===== src/rtl/pwm_from_counter_if.sv =====
// ============================================================================
// Module   : pwm_from_counter_if
// Purpose  : Duty-cycle valid/ready channel feeding pwm_from_counter.
// Revision : 1.0  initial release
// ============================================================================
`default_nettype none

interface pwm_from_counter_if #(
    parameter int WIDTH = 8
);
    logic [WIDTH-1:0] duty_in;
    logic             duty_valid;
    logic             duty_ready;

    modport master (
        output duty_in,
        output duty_valid,
        input  duty_ready
    );

    modport slave (
        input  duty_in,
        input  duty_valid,
        output duty_ready
    );
endinterface

`default_nettype wire


===== src/rtl/pwm_from_counter.sv =====
// ============================================================================
// Module   : pwm_from_counter
// Purpose  : Registered PWM from an upstream wrap counter; duty is shadowed
//            and only takes effect at a counter wrap.
// Revision : 1.0  initial release
// ============================================================================
`default_nettype none

module pwm_from_counter #(
    parameter int WIDTH     = 8,
    parameter int MAX_VALUE = 200,
    parameter int PCNT_W    = 16
) (
    input  wire logic              clk,
    input  wire logic              rst,
    input  wire logic [WIDTH-1:0]  cnt_in,
    pwm_from_counter_if.slave      duty_bus,
    output logic                   pwm_out,
    output logic                   period_start,
    output logic [PCNT_W-1:0]      period_cnt,
    output logic                   duty_applied
);

    typedef enum logic [0:0] {
        ST_IDLE = 1'b0,
        ST_RUN  = 1'b1
    } state_t;

    // Duty is held one bit wider so MAX_VALUE+1 (always high) is representable.
    localparam logic [WIDTH:0]   c_full_duty = (WIDTH+1)'(MAX_VALUE + 1);
    localparam logic [WIDTH-1:0] c_max_cnt   = WIDTH'(MAX_VALUE);

    state_t              state_q,        state_d;
    logic                pending_q,      pending_d;
    logic [WIDTH:0]      shadow_q,       shadow_d;
    logic [WIDTH:0]      active_duty_q,  active_duty_d;
    logic [WIDTH-1:0]    prev_cnt_q,     prev_cnt_d;
    logic                pwm_out_q,      pwm_out_d;
    logic                period_start_q, period_start_d;
    logic [PCNT_W-1:0]   period_cnt_q,   period_cnt_d;
    logic                duty_applied_q, duty_applied_d;

    logic                wrap;
    logic                accept;
    logic                apply;
    logic                run_next;
    logic [WIDTH:0]      duty_ext;
    logic [WIDTH:0]      duty_clamped;
    logic [WIDTH:0]      eff_duty;

    always_comb begin
        wrap         = (cnt_in == '0) && (prev_cnt_q == c_max_cnt);
        accept       = duty_bus.duty_valid && !pending_q;
        apply        = wrap && pending_q;
        run_next     = (state_q == ST_RUN) || apply;
        duty_ext     = {1'b0, duty_bus.duty_in};
        duty_clamped = (duty_ext > c_full_duty) ? c_full_duty : duty_ext;
        eff_duty     = apply ? shadow_q : active_duty_q;

        state_d        = run_next ? ST_RUN : ST_IDLE;
        prev_cnt_d     = cnt_in;
        shadow_d       = accept ? duty_clamped : shadow_q;
        active_duty_d  = apply ? shadow_q : active_duty_q;
        // Accept is impossible while pending, so accept and apply never collide.
        pending_d      = accept ? 1'b1 : (apply ? 1'b0 : pending_q);
        pwm_out_d      = run_next && ({1'b0, cnt_in} < eff_duty);
        period_start_d = wrap && run_next;
        period_cnt_d   = period_start_d ? (period_cnt_q + PCNT_W'(1)) : period_cnt_q;
        duty_applied_d = apply;
    end

    always_ff @(posedge clk or negedge rst) begin
        if (!rst) begin
            state_q        <= ST_IDLE;
            pending_q      <= 1'b0;
            shadow_q       <= '0;
            active_duty_q  <= '0;
            prev_cnt_q     <= c_max_cnt;
            pwm_out_q      <= 1'b0;
            period_start_q <= 1'b0;
            period_cnt_q   <= '0;
            duty_applied_q <= 1'b0;
        end else begin
            state_q        <= state_d;
            pending_q      <= pending_d;
            shadow_q       <= shadow_d;
            active_duty_q  <= active_duty_d;
            prev_cnt_q     <= prev_cnt_d;
            pwm_out_q      <= pwm_out_d;
            period_start_q <= period_start_d;
            period_cnt_q   <= period_cnt_d;
            duty_applied_q <= duty_applied_d;
        end
    end

    assign duty_bus.duty_ready = !pending_q;
    assign pwm_out             = pwm_out_q;
    assign period_start        = period_start_q;
    assign period_cnt          = period_cnt_q;
    assign duty_applied        = duty_applied_q;

endmodule

`default_nettype wire

===== src/flat_wrapper.sv =====
// flat-port wrapper written by rule: the top's interface ports become plain ports
module pwm_from_counter_flat 
#(
    parameter int WIDTH     = 8,
    parameter int MAX_VALUE = 200,
    parameter int PCNT_W    = 16
)
  (clk, rst, cnt_in, pwm_out, period_start, period_cnt, duty_applied, duty_bus_duty_in, duty_bus_duty_valid, duty_bus_duty_ready);
  pwm_from_counter_if #(.WIDTH(WIDTH)) duty_bus_i ();
  input  wire logic clk;
  input  wire logic rst;
  input  wire logic [WIDTH-1:0] cnt_in;
  output logic pwm_out;
  output logic period_start;
  output logic [PCNT_W-1:0] period_cnt;
  output logic duty_applied;
  input wire logic [$bits(duty_bus_i.duty_in)-1:0] duty_bus_duty_in;
  input wire logic [$bits(duty_bus_i.duty_valid)-1:0] duty_bus_duty_valid;
  output wire logic [$bits(duty_bus_i.duty_ready)-1:0] duty_bus_duty_ready;
  assign duty_bus_i.duty_in = duty_bus_duty_in;
  assign duty_bus_i.duty_valid = duty_bus_duty_valid;
  assign duty_bus_duty_ready = duty_bus_i.duty_ready;
  pwm_from_counter #(.WIDTH(WIDTH), .MAX_VALUE(MAX_VALUE), .PCNT_W(PCNT_W)) u_core (.clk(clk), .rst(rst), .cnt_in(cnt_in), .duty_bus(duty_bus_i), .pwm_out(pwm_out), .period_start(period_start), .period_cnt(period_cnt), .duty_applied(duty_applied));
endmodule

===== config.mk =====
export PLATFORM = sky130hd
export DESIGN_NAME = pwm_from_counter_flat
export DESIGN_NICKNAME = d
export VERILOG_FILES = /design/src/rtl/pwm_from_counter_if.sv /design/src/rtl/pwm_from_counter.sv /design/src/flat_wrapper.sv
export SDC_FILE = /design/constraint.sdc
export NUM_CORES = 1
export LEC_CHECK = 0
export ABC_AREA = 1
export BUFFER_PORTS_ARGS = -buffer_cell sky130_fd_sc_hd__buf_4
export CAP_MARGIN = 20
export CORE_MARGIN = 2
export CORE_UTILIZATION = 50
export DETAILED_ROUTE_END_ITERATION = 7
export GPL_TIMING_DRIVEN = 0
export PLACE_DENSITY = 0.75
export SYNTH_ARGS = -nofsm -noshare
export SYNTH_HDL_FRONTEND = slang
export SYNTH_SLANG_ARGS = --single-unit
export TNS_END_PERCENT = 5

===== constraint.sdc =====
create_clock -name clk -period 1.9 [get_ports clk]
set_input_delay 0.095 -clock clk [delete_from_list [all_inputs] [get_ports clk]]
set_output_delay 0.095 -clock clk [all_outputs]
set_load 0.03 [all_outputs]

# Word-level counts from Yosys, hierarchy flattened

Cells that the tools add are included.

Bits in registers: 47
Bits of input ports: 19
Output and inout bits: 20

$add $sub $neg: 1
$lt $le $gt $ge: 2
Equal/unequal tests: 1
Multiplexer cells: 5
Reductions and logical operators: 9

Operator list:

| operator              | number |
|---|---|
| $add 16x1->16 const B | 1 |
| $lt 8x9->1            | 1 |
| $mux 9                | 1 |
| $eq 8x8->1 const B    | 1 |
| $gt 8x8->1 const B    | 1 |
| $logic_not 8->1       | 1 |
| $mux 8                | 1 |
| $logic_and 1x1->1     | 5 |
| $mux 1                | 3 |
| $reduce_bool 2->1     | 1 |
| $logic_not 1->1       | 1 |
| $logic_or 1x1->1      | 1 |

# Logic depth before layout (Yosys ltp)

Depth in word-level cells: 6
Gate-level depth with buffers: 15

# Worst setup path before layout

Ideal clock, no wire load.

Kind: reg-to-reg
From: reg u_core.prev_cnt_q[3]
To: reg u_core.pwm_out_q, in the netlist u_core.pwm_out
Library setup time: 117 ps
Arrival: 1973 ps
Slack: -189 ps
Stages on the path, launching flop included: 15
Buffers on the path: 1
Clock period less this slack: 2089 ps
Path through: dfstp_2 > inv_1 > nor2_1 > nand2_1 > nor2_2 > nand3_4 > buf_4 > o21ai_2 > inv_1 > ha_1 > a21oi_1 > o21ai_0 > nand4_1 > nand3_1 > nor2_1

Word-level cells in the longest chain between the ends: 6
Elaborated cells on any way between the ends: 7
Those cells by class: 1 x order compare; 1 x eq/ne; 1 x mux; 4 x reduce/logical

Ends and longest elaborated chain:

| what                     | line                   | source |
|---|---|---|
| start: declaration       | pwm_from_counter.sv:37 | `logic [WIDTH-1:0] prev_cnt_q, prev_cnt_d;` |
| start signal: assignment | pwm_from_counter.sv:78 | `prev_cnt_q <= c_max_cnt;` |
| start signal: assignment | pwm_from_counter.sv:88 | `prev_cnt_q <= prev_cnt_d;` |
| $eq 8x8->1 *             | pwm_from_counter.sv:52 | `wrap = (cnt_in == '0) && (prev_cnt_q == c_max_cnt);` |
| $logic_and 1x1->1 *      | pwm_from_counter.sv:52 |  |
| $logic_and 1x1->1 *      | pwm_from_counter.sv:54 | `apply = wrap && pending_q;` |
| $mux 9                   | pwm_from_counter.sv:58 | `eff_duty = apply ? shadow_q : active_duty_q;` |
| $lt 8x9->1               | pwm_from_counter.sv:66 | `pwm_out_d = run_next && ({1'b0, cnt_in} < eff_duty);` |
| $logic_and 1x1->1 *      | pwm_from_counter.sv:66 |  |
| net u_core.pwm_out_d     | pwm_from_counter.sv:38 | `logic pwm_out_q, pwm_out_d;` |
| end signal: assignment   | pwm_from_counter.sv:89 | `pwm_out_q <= pwm_out_d;` |
| end: declaration         | pwm_from_counter.sv:38 |  |

The timed path passes the listed nets; every way through them passes the cells marked *.
A chain may end at the register's enable or synchronous reset.

# Worst setup path in the final report

Same ends and word-level chain as after synthesis.

==> results.sh <==
export IMPL_overflow=0
export IMPL_synth_top_area_share_pct=47.41
export IMPL_grt_pass1_vias=1783
export IMPL_dp_hpwl_mm=3.209
export IMPL_syn_cell_area_sq_mm=0.002270
export IMPL_detail_route_antenna_nets=0
export IMPL_numCtsBuffers=5
export IMPL_syn_avg_cell_area_sq_um=9.007
export IMPL_path_max_fanout=5
export IMPL_drtIter0Drc=85
export IMPL_ys_flop_type="dfrtp_1"
export IMPL_slowest_delay_ns=0.53
export IMPL_drc_errors=0
export IMPL_cap_violations=0
export IMPL_cts_tree="yes"
export IMPL_worstSetupPathType="reg2reg"
export IMPL_fin_crit_ns=2.170
export IMPL_min_path_type="in2reg"
export IMPL_rsz0062_at_grt="true"
export IMPL_async_flop_share_pct=100.0
export IMPL_setup_violations=1
export IMPL_crit_path_cell_trace="inv_2 > nor2_4 > nand2_2 > nor2_4 > nand3_4 > buf_8 > o21ai_4 > inv_2 > ha_4 > a21oi_2 > o21ai_1 > nand4_1 > nand3_1 > nor2_1"
export IMPL_dieArea_sq_mm=0.005094
export IMPL_synth_most_common_cell="nand2_1"
export IMPL_grtUsageTotal_pct=20.08
export IMPL_max_freq_mhz=460.9
export IMPL_design_core_area_sq_mm=0.004354
export IMPL_power_static_leakage_nw=1.488
export IMPL_die_height_microns=71.38
export IMPL_final_cell_area_sq_mm=0.002968
export IMPL_finalPower_mw=1.896
export IMPL_hold_violations=0
export IMPL_yosysSeqAreaShare_pct=50.88
export IMPL_yosys_warnings=0
export IMPL_clkLatencyLatePin_ns=0.30
export IMPL_critPathRequiredTime_ns=2.10
export IMPL_synth_cells=252
export IMPL_clockBufferDepth=2
export IMPL_startpoint_type="flop"
export IMPL_diodes=0
export IMPL_synth_largest_area_cell="dfrtp_1"
export IMPL_synth_seq_cells=46
export IMPL_slew_headroom_pct=61.74
export IMPL_htree_levels=2
export IMPL_initial_core_util_pct=52.13
export IMPL_timing_hold_ws_ns=0.03139
export IMPL_vias=1858
export IMPL_end_kind="flop"
export IMPL_drive_gt1_share_pct=28.25
export IMPL_synth_commonest_cells="58 x nand2_1, 43 x dfrtp_1, 34 x inv_1, 28 x nor2_1, 12 x o21ai_0"
export IMPL_gp_congestion=0.8301
export IMPL_synth_edff_count=0
export IMPL_status="complete, but fails checks"
export IMPL_grt_max_degree=47
export IMPL_placed_area_sq_mm=0.002624
export IMPL_multiInputGateArea_sq_mm=0.001023
export IMPL_clock_skew_ns=0.007702
export IMPL_antenna_found_initial=0
export IMPL_peakVddDrop_mv=0.4067
export IMPL_drtPass1Iterations=4
export IMPL_die_w_microns=71.38
export IMPL_synth_cell_types=28
export IMPL_io_pins=39
export IMPL_cts_sinks=46
export IMPL_cts_root_buf="clkbuf_8"
export IMPL_setup_slack_ns=-0.2698
export IMPL_wl_per_cell_microns=12.54
export IMPL_utilization_pct=68.16
export IMPL_synth_nets=279
export IMPL_layout_nets=341
export IMPL_violations="setup timing"
export IMPL_power_density_mw_per_mm2=639.0
export IMPL_grt_pass1_wl_mm=7.976
export IMPL_via_per_inst=5.063
export IMPL_crit_arrival_ns=2.37
export IMPL_worstMarginPinSlew_ns=0.5738
export IMPL_rows=24
export IMPL_postRouteWirelength_mm=4.602
export IMPL_path_clk_slew_ns=0.09
export IMPL_area_growth_pct=30.76
export IMPL_regArea_sq_mm=0.001155
export IMPL_slowest_stage="dfstp_2"
export IMPL_synth_area_leaders="dfrtp_1 47%, nand2_1 9.6%, inv_1 5.6%"
export IMPL_finalSetupTns_ns=-0.2698
export IMPL_slew_viol_final=0
export IMPL_place_port_buffers=38
export IMPL_timing_final_crit_share_pct=114.2
export IMPL_fillers=350
==> what timing repair did <==
item / CTS / global route
hold buffers: 11 / 0
hold endpoints to repair: 53 / 0
pin swaps: 11 / 0
endpoints found under the setup margin: 1 / 2
cloned: 1 / 0
resized for setup: 15 / 2
buffers inserted: 4 / 1
==> state kept, by name, indices dropped and copies added (netlist names) <==
register              count
u_core.shadow_q           8
u_core.duty_applied       1
u_core.period_cnt        16
u_core.prev_cnt_q         8
u_core.pending_q          1
u_core.active_duty_q      9
u_core.period_start       1
u_core.pwm_out            1
u_core.state_q            1
==> critical path: cells and delay by family, from the launching register on <==
family                   cells  cell delay (ns)
AND/OR/NAND/NOR              7             0.64
AO/OA/AOI/OAI                3             0.35
flip-flops                   1             0.53
buffers and inverters        3             0.29
adder cells (fa/ha/maj)      1             0.26
==> report_power, final <==
part	total, mW	internal, mW	switching (mW)	leakage [nW]
sequential	1.02	1.01	0.0137	0.573
combinational	0.154	0.0690	0.0846	0.863
clock	0.721	0.393	0.328	0.0514
total	1.90	1.47	0.427	1.49
==> per-stage QoR <==
| stage | cells | setup WS, ns |
|---|---|---|
| after floorplan | 252 | -0.1750 |
| after global placement | 342 | -0.3836 |
| after detailed placement | 342 | -0.4148 |
| after CTS | 366 | -0.2565 |
| after global routing | 367 | -0.4086 |
| final | 367 | -0.2698 |
==> path summary, 6_finish.rpt <==
check	startpoint	endpoint	slack, ns	cells after the start
max	u_core.prev_cnt_q[3]$_DFF_PN1_	u_core.pwm_out$_DFF_PN0_	-0.27	14
max in group asynchronous	rst	u_core.prev_cnt_q[7]$_DFF_PN1_	1.17	2
max reg2reg	u_core.prev_cnt_q[3]$_DFF_PN1_	u_core.pwm_out$_DFF_PN0_	-0.27	14
min	duty_bus_duty_in[0]	u_core.shadow_q[0]$_DFFE_PN0P_	0.03	3
min in group asynchronous	rst	u_core.period_cnt[3]$_DFFE_PN0P_	0.34	2
min reg2reg	u_core.active_duty_q[3]$_DFF_PN0_	u_core.active_duty_q[3]$_DFF_PN0_	0.48	2
==> kinds of logic (layout without fill, tap and decap cells) <==
| group | count (synthesis) | after routing | share of synthesized area [%] |
|---|---|---|---|
| buffers and inverters | 38 | 101 | 6.450 |
| AND/OR/NAND/NOR | 122 | 122 | 25.85 |
| AO/OA/AOI/OAI | 23 | 23 | 6.615 |
| adder cells (fa/ha/maj) | 8 | 8 | 4.410 |
| flip-flops | 46 | 46 | 50.88 |
| XOR/XNOR | 15 | 15 | 5.788 |
==> per-layer routing <==
metal	part of all wire, %	vias up	wire length (microns)	global-route usage, %
met3	4.4	11	204	4.360
met5	0	-	0	0
li1	-	918	-	-
met4	2.4	0	110	9.015
met1	44	885	2003	24.95
met2	50	44	2285	33.64
==> area by class of cell <==
class                           instances  area share, %
Tap cell                               52          2.192
Sequential cell                        46          38.91
Clock inverter                          2          1.265
Inverter                               37          4.680
Multi-Input combinational cell        168          34.49
Timing Repair Buffer                   55          15.51
Clock buffer                            6          2.445
Buffer                                  1         0.5059
==> cell usage in the layout, fill, tap and decap left out, types with 2 or more instances in the layout <==
master	n
a21oi_1	3
buf_4	43
clkbuf_8	5
dfrtp_1	43
dfstp_2	3
dlygate4sd3_1	11
ha_1	7
inv_1	30
inv_2	6
nand2_1	54
nand2_2	5
nand3_1	10
nand3_4	2
nand4_1	8
nor2_1	27
nor2_2	3
nor2_4	6
o21ai_0	11
o21ai_1	2
o21ai_2	4
or2_2	2
xnor2_1	5
xor2_1	10
Note: power is estimated with default switching activity, not from simulation.
